===== src/rtl/class_tree_sched.sv =====
// -----------------------------------------------------------------------------
// class_tree_sched
//
// Round-robin front end that lets N feature producers share a single
// combinational decision-tree classifier. One requester is granted at a time.
// Its feature vector is registered onto the shared tree input and held for
// SETTLE cycles. The tree output is then captured and returned, tagged with the
// requester index, through a valid/ready response channel.
//
// Ports:
//   clk         system clock, all state on the rising edge
//   rst_n       asynchronous active-low reset
//   req_valid   [N]          per-requester request valid
//   req_ready   [N]          one-hot grant (combinational, IDLE only)
//   req_feat    [N*FEAT_W]   packed feature vectors, requester k at k*FEAT_W
//   tree_feat   [FEAT_W]     registered vector driven to the shared tree
//   tree_class  [CLASS_W]    combinational tree output
//   rsp_valid               result valid
//   rsp_ready               downstream accepts result
//   rsp_id      [ID_W]       requester index of the result
//   rsp_class   [CLASS_W]    captured classification
//   busy                    high whenever the scheduler is not IDLE
//
// Optional build macro CLASS_TREE_SCHED_STATS_EN adds:
//   stat_done   [16]         wrapping count of response handshakes
//   stat_pos    [16]         wrapping count of handshakes with rsp_class != 0
// -----------------------------------------------------------------------------
module class_tree_sched #(
    parameter int N       = 4,
    parameter int FEAT_W  = 51,
    parameter int CLASS_W = 1,
    parameter int SETTLE  = 2,
    parameter int ID_W    = 2
) (
    input  logic                  clk,
    input  logic                  rst_n,
    input  logic [N-1:0]          req_valid,
    output logic [N-1:0]          req_ready,
    input  logic [N*FEAT_W-1:0]   req_feat,
    output logic [FEAT_W-1:0]     tree_feat,
    input  logic [CLASS_W-1:0]    tree_class,
    output logic                  rsp_valid,
    input  logic                  rsp_ready,
    output logic [ID_W-1:0]       rsp_id,
    output logic [CLASS_W-1:0]    rsp_class,
`ifdef CLASS_TREE_SCHED_STATS_EN
    output logic [15:0]           stat_done,
    output logic [15:0]           stat_pos,
`endif
    output logic                  busy
);

    typedef enum logic [1:0] {
        IDLE        = 2'd0,
        SETTLE_WAIT = 2'd1,
        RESP        = 2'd2
    } state_t;

    // Counter only needs to hold SETTLE-1.
    localparam int CNT_W = (SETTLE > 1) ? $clog2(SETTLE) : 1;

    state_t              state;
    logic [CNT_W-1:0]    settle_cnt;
    logic [ID_W-1:0]     last_grant;

    logic [N-1:0]        grant;
    logic                grant_any;
    logic [ID_W-1:0]     grant_id;
    logic [FEAT_W-1:0]   grant_feat;

    // Rotating priority: first pass covers indices above last_grant, second
    // pass wraps around to 0..last_grant. First hit wins.
    always_comb begin
        grant      = '0;
        grant_any  = 1'b0;
        grant_id   = '0;
        grant_feat = '0;
        for (int j = 0; j < N; j++) begin
            if (!grant_any && (j > int'(last_grant)) && req_valid[j]) begin
                grant_any  = 1'b1;
                grant      = '0;
                grant[j]   = 1'b1;
                grant_id   = ID_W'(j);
                grant_feat = req_feat[j*FEAT_W +: FEAT_W];
            end
        end
        for (int j = 0; j < N; j++) begin
            if (!grant_any && (j <= int'(last_grant)) && req_valid[j]) begin
                grant_any  = 1'b1;
                grant      = '0;
                grant[j]   = 1'b1;
                grant_id   = ID_W'(j);
                grant_feat = req_feat[j*FEAT_W +: FEAT_W];
            end
        end
    end

    // Grant is only offered while idle and out of reset; it never looks at
    // rsp_ready, so a response handshake and a new grant cannot share a cycle.
    assign req_ready = (rst_n && (state == IDLE)) ? grant : '0;
    assign busy      = (state != IDLE);

    always_ff @(posedge clk or negedge rst_n) begin
        if (!rst_n) begin
            state      <= IDLE;
            settle_cnt <= '0;
            last_grant <= ID_W'(N-1);
            tree_feat  <= '0;
            rsp_valid  <= 1'b0;
            rsp_id     <= '0;
            rsp_class  <= '0;
`ifdef CLASS_TREE_SCHED_STATS_EN
            stat_done  <= '0;
            stat_pos   <= '0;
`endif
        end else begin
            case (state)
                IDLE: begin
                    // tree_feat is deliberately left untouched when idle.
                    if (grant_any) begin
                        tree_feat  <= grant_feat;
                        rsp_id     <= grant_id;
                        last_grant <= grant_id;
                        settle_cnt <= CNT_W'(SETTLE - 1);
                        state      <= SETTLE_WAIT;
                    end
                end
                SETTLE_WAIT: begin
                    if (settle_cnt == '0) begin
                        rsp_class <= tree_class;
                        rsp_valid <= 1'b1;
                        state     <= RESP;
                    end else begin
                        settle_cnt <= settle_cnt - 1'b1;
                    end
                end
                RESP: begin
                    // Result held until accepted; nothing can overwrite it.
                    if (rsp_ready) begin
                        rsp_valid <= 1'b0;
                        state     <= IDLE;
`ifdef CLASS_TREE_SCHED_STATS_EN
                        stat_done <= stat_done + 16'd1;
                        if (rsp_class != '0) begin
                            stat_pos <= stat_pos + 16'd1;
                        end
`endif
                    end
                end
                default: state <= IDLE;
            endcase
        end
    end

endmodule

===== config.mk =====
export PLATFORM = sky130hd
export DESIGN_NAME = class_tree_sched
export DESIGN_NICKNAME = d
export VERILOG_FILES = /design/src/rtl/class_tree_sched.sv
export SDC_FILE = /design/constraint.sdc
export NUM_CORES = 1
export LEC_CHECK = 0
export ABC_CLOCK_PERIOD_IN_PS = 4600
export CAP_MARGIN = 20
export CORE_ASPECT_RATIO = 0.7
export CORE_UTILIZATION = 44
export DETAILED_ROUTE_END_ITERATION = 10
export PLACE_DENSITY = 0.89
export SLEW_MARGIN = 20
export SYNTH_ARGS = -nofsm -noshare
export SYNTH_HDL_FRONTEND = slang
export SYNTH_SLANG_ARGS = --single-unit

===== constraint.sdc =====
create_clock -name clk -period 4.6 [get_ports clk]
set_input_delay 1.15 -clock clk [delete_from_list [all_inputs] [get_ports clk]]
set_output_delay 1.15 -clock clk [all_outputs]
set_load 0.01 [all_outputs]

==> flow_summary.yaml <==
timing:
  rsz0062_at_grt: "false"
  final_max_slew_viol_count: 0
  max_freq_ghz: 0.228
  hold_viol_final: 0
  setup_viol: 0
  layout_worst_path_cycle_share_pct: 95.3
  clock_skew_ps: 5.84
  max-slew-margin-rel_pct: 26.0
  min_period_ps: 4390
  finalSetupTns_ps: 0
  tightest_slew_ps: 1110
status:
  status: "complete, no violations"
cells_and_area:
  final_cells: 1110
  final_common_cell: "clkdlybuf4s50_1"
  areaGrowthSynthToFinish_pct: 58.1
  regArea_um2: 1500
  mostFrequentLayoutCells: "269 x clkdlybuf4s50_1, 99 x nand2_1, 69 x nand3_1"
  utilization_pct: 71.7
  layout-drive-gt1-share_pct: 7.87
  multi_input_area_um2: 3420
  nFillCells: 968
  layout.nets: 1160
  final_area_um2: 8410
  diodes: 0
yosys:
  synth-edff-count: 0
  synth_cell_types: 53
  synth_nets: 931
  synthArstFlopShare_pct: 100
  synth_top_area_share_pct: 27.3
  postSynthAreaPerCell_um2: 7.40
  seq_area_frac_synth_pct: 28.3
  ys_ff_latch: 60
  syn_area_um2: 5320
  syn_inst: 719
  synth_largest_area_cell: "dfrtp_1"
  yosys_warnings: 0
  ys_top_cells_by_area: "dfrtp_1 27%, nand2_1 7.0%, nand3_1 6.5%, a21oi_1 6.0%, a211oi_1 4.2%"
  synth-main-ff-cell: "dfrtp_1"
detailed_routing:
  drt_iter0_markers: 764
  finalWirelength_um: 23100
  vias: 7155
  drt_pass1_iterations: 6
  detail-route-antenna-nets: 0
  drc: 0
  wire_per_inst_um: 20.8
  post_drt_via_cell_ratio: 6.45
global_route:
  grt_first_pass_wirelength_um: 35800
  grt_pass1_vias: 6928
  track_usage_pct: 36.4
  grt_max_degree: 54
  overflow: 0
  antenna_found_initial: 0
worst_hold_path:
  holdPathStages: 1
  min_to: "rsp_id[1]"
  min_from: "rsp_id[1]"
  hp-class: "reg2reg"
critical_path:
  start_kind: "input port"
  cp-end-kind: "output port"
  worstPathRequired_ps: 3450
  worstRegToRegCells: 8
  rr_startpoint: "last_grant[1]"
  criticalPathCategory: "in2out"
  reg2reg_setup_slack_ps: 1820
  worst-path-max-fanout: 9
  rr_endpoint: "tree_feat[14]"
  arrival_ps: 3240
power_and_ir_drop:
  cellPowerDensity_nw_per_um2: 542
  p_total_mw: 4.56
  p_clk_share_pct: 16.4
  p_int_mw: 2.57
  pwr-share-comb_pct: 61.6
  seqPwrFrac_pct: 22.0
  p_leak_nw: 3.06
  netSwitchingPower_mw: 1.99
  peakVddDrop_v: 0.000344
  switching_share_pct: 43.6
placed_design:
  dp_cells: 1094
  numPortBuffers: 271
  place_area_um2: 8080
  place.gp.congestion: 0.908
  dp_hpwl_um: 15800
clocking:
  tritoncts: "done"
  cts.htree.levels: 3
  cts_sinks: 60
  cts_resized: 0
  numCtsBuffers: 9
  clk_path_buf_depth: 2
  cts-root-buf: "clkbuf_16"
  cts_setup_buffers: 0
  cts.clk_slew.worst_paths_ps: 50
  ctsHoldBuffers: 0
  insertion_delay_ps: 340
floorplan:
  core_area_um2: 11700
  dieWidth_um: 133
  rows: 33
  ios: 272
  start_util_pct: 45.4
  die_h_um: 94.0
  fp.dieArea_um2: 12500
job:
  drv_cap: 0
flip-flops by register name, indices dropped and copies added, names as in the netlist:
register / flops
state: 2
tree_feat: 51
rsp_id: 2
rsp_class: 1
last_grant: 2
settle_cnt: 1
rsp_valid: 1
final cells by class:
cell class | instances | area share [%]
Timing Repair Buffer | 300 | 35.0
Sequential cell | 60 | 17.9
Multi-Input combinational cell | 573 | 40.7
Clock inverter | 7 | 1.21
Tap cell | 157 | 2.34
Clock buffer | 9 | 2.68
Inverter | 4 | 0.179
critical path, stage by stage:
cell             delay, ps
clkdlybuf4s50_1        690
nand3_1                310
or2_1                  300
nand3_1                180
nor2_1                  80
clkdlybuf4s50_1        520
per-stage QoR:
stage	setup slack [ps]	hold slack, ps
floorplan	1010	468
global placement	329	476
detailed placement	239	486
CTS	220	498
global route	112	520
finish	214	497
layer usage:
layer,up-vias,part of all wire (%),global-route usage (%)
li1,3214,-,-
met1,3256,39,46.3
met2,608,46,59.0
met3,77,12,7.93
met4,0,3.2,17.3
met5,-,0,0
cell families (layout without fill, tap and decap cells):
logic type | count (synthesis) | after routing | share of synthesized area [%]
AND/OR/NAND/NOR | 287 | 287 | 26.1
flip-flops | 60 | 60 | 28.3
multiplexers | 1 | 1 | 0.212
buffers and inverters | 86 | 320 | 7.76
XOR/XNOR | 1 | 1 | 0.165
AO/OA/AOI/OAI | 284 | 284 | 37.5
power groups by stage:
stage	sequential (mW)	combinational, mW	clock (mW)
global route	1.04	3.01	0.774
global placement	0.996	2.72	0
detailed placement	1.00	2.76	0
CTS	1.00	2.77	0.752
finish	1.01	2.81	0.746
floorplan	1.06	1.53	0
worst max-delay path by stage:
stage	endpoint	depth (start not counted)	start	slack, ps
after floorplan	req_ready[3]	6	req_valid[0]	1010
after CTS	req_ready[2]	6	req_valid[3]	220
final	req_ready[1]	6	req_valid[3]	210
after global placement	req_ready[2]	6	req_valid[3]	330
after global routing	req_ready[2]	6	req_valid[3]	110
after detailed placement	req_ready[2]	6	req_valid[3]	240
cell usage after synthesis (4+ instances only):
cell and number:
a211oi_1 30, a21oi_1 64, a221oi_1 20, a22oi_1 16
a31oi_1 17, a41oi_1 9, and3_1 20, buf_1 7
buf_2 45, clkbuf_1 24, dfrtp_1 58, inv_1 4
nand2_1 99, nand3_1 69, nor2_1 39, nor3_1 9
o21a_1 5, o21ai_0 36, o21ai_1 5, o21ai_2 9
o221ai_1 14, o22ai_1 11, o311a_1 14, o311ai_1 11
o31ai_1 9, or3_1 36
No activity file was read; power rests on OpenSTA's default activity.
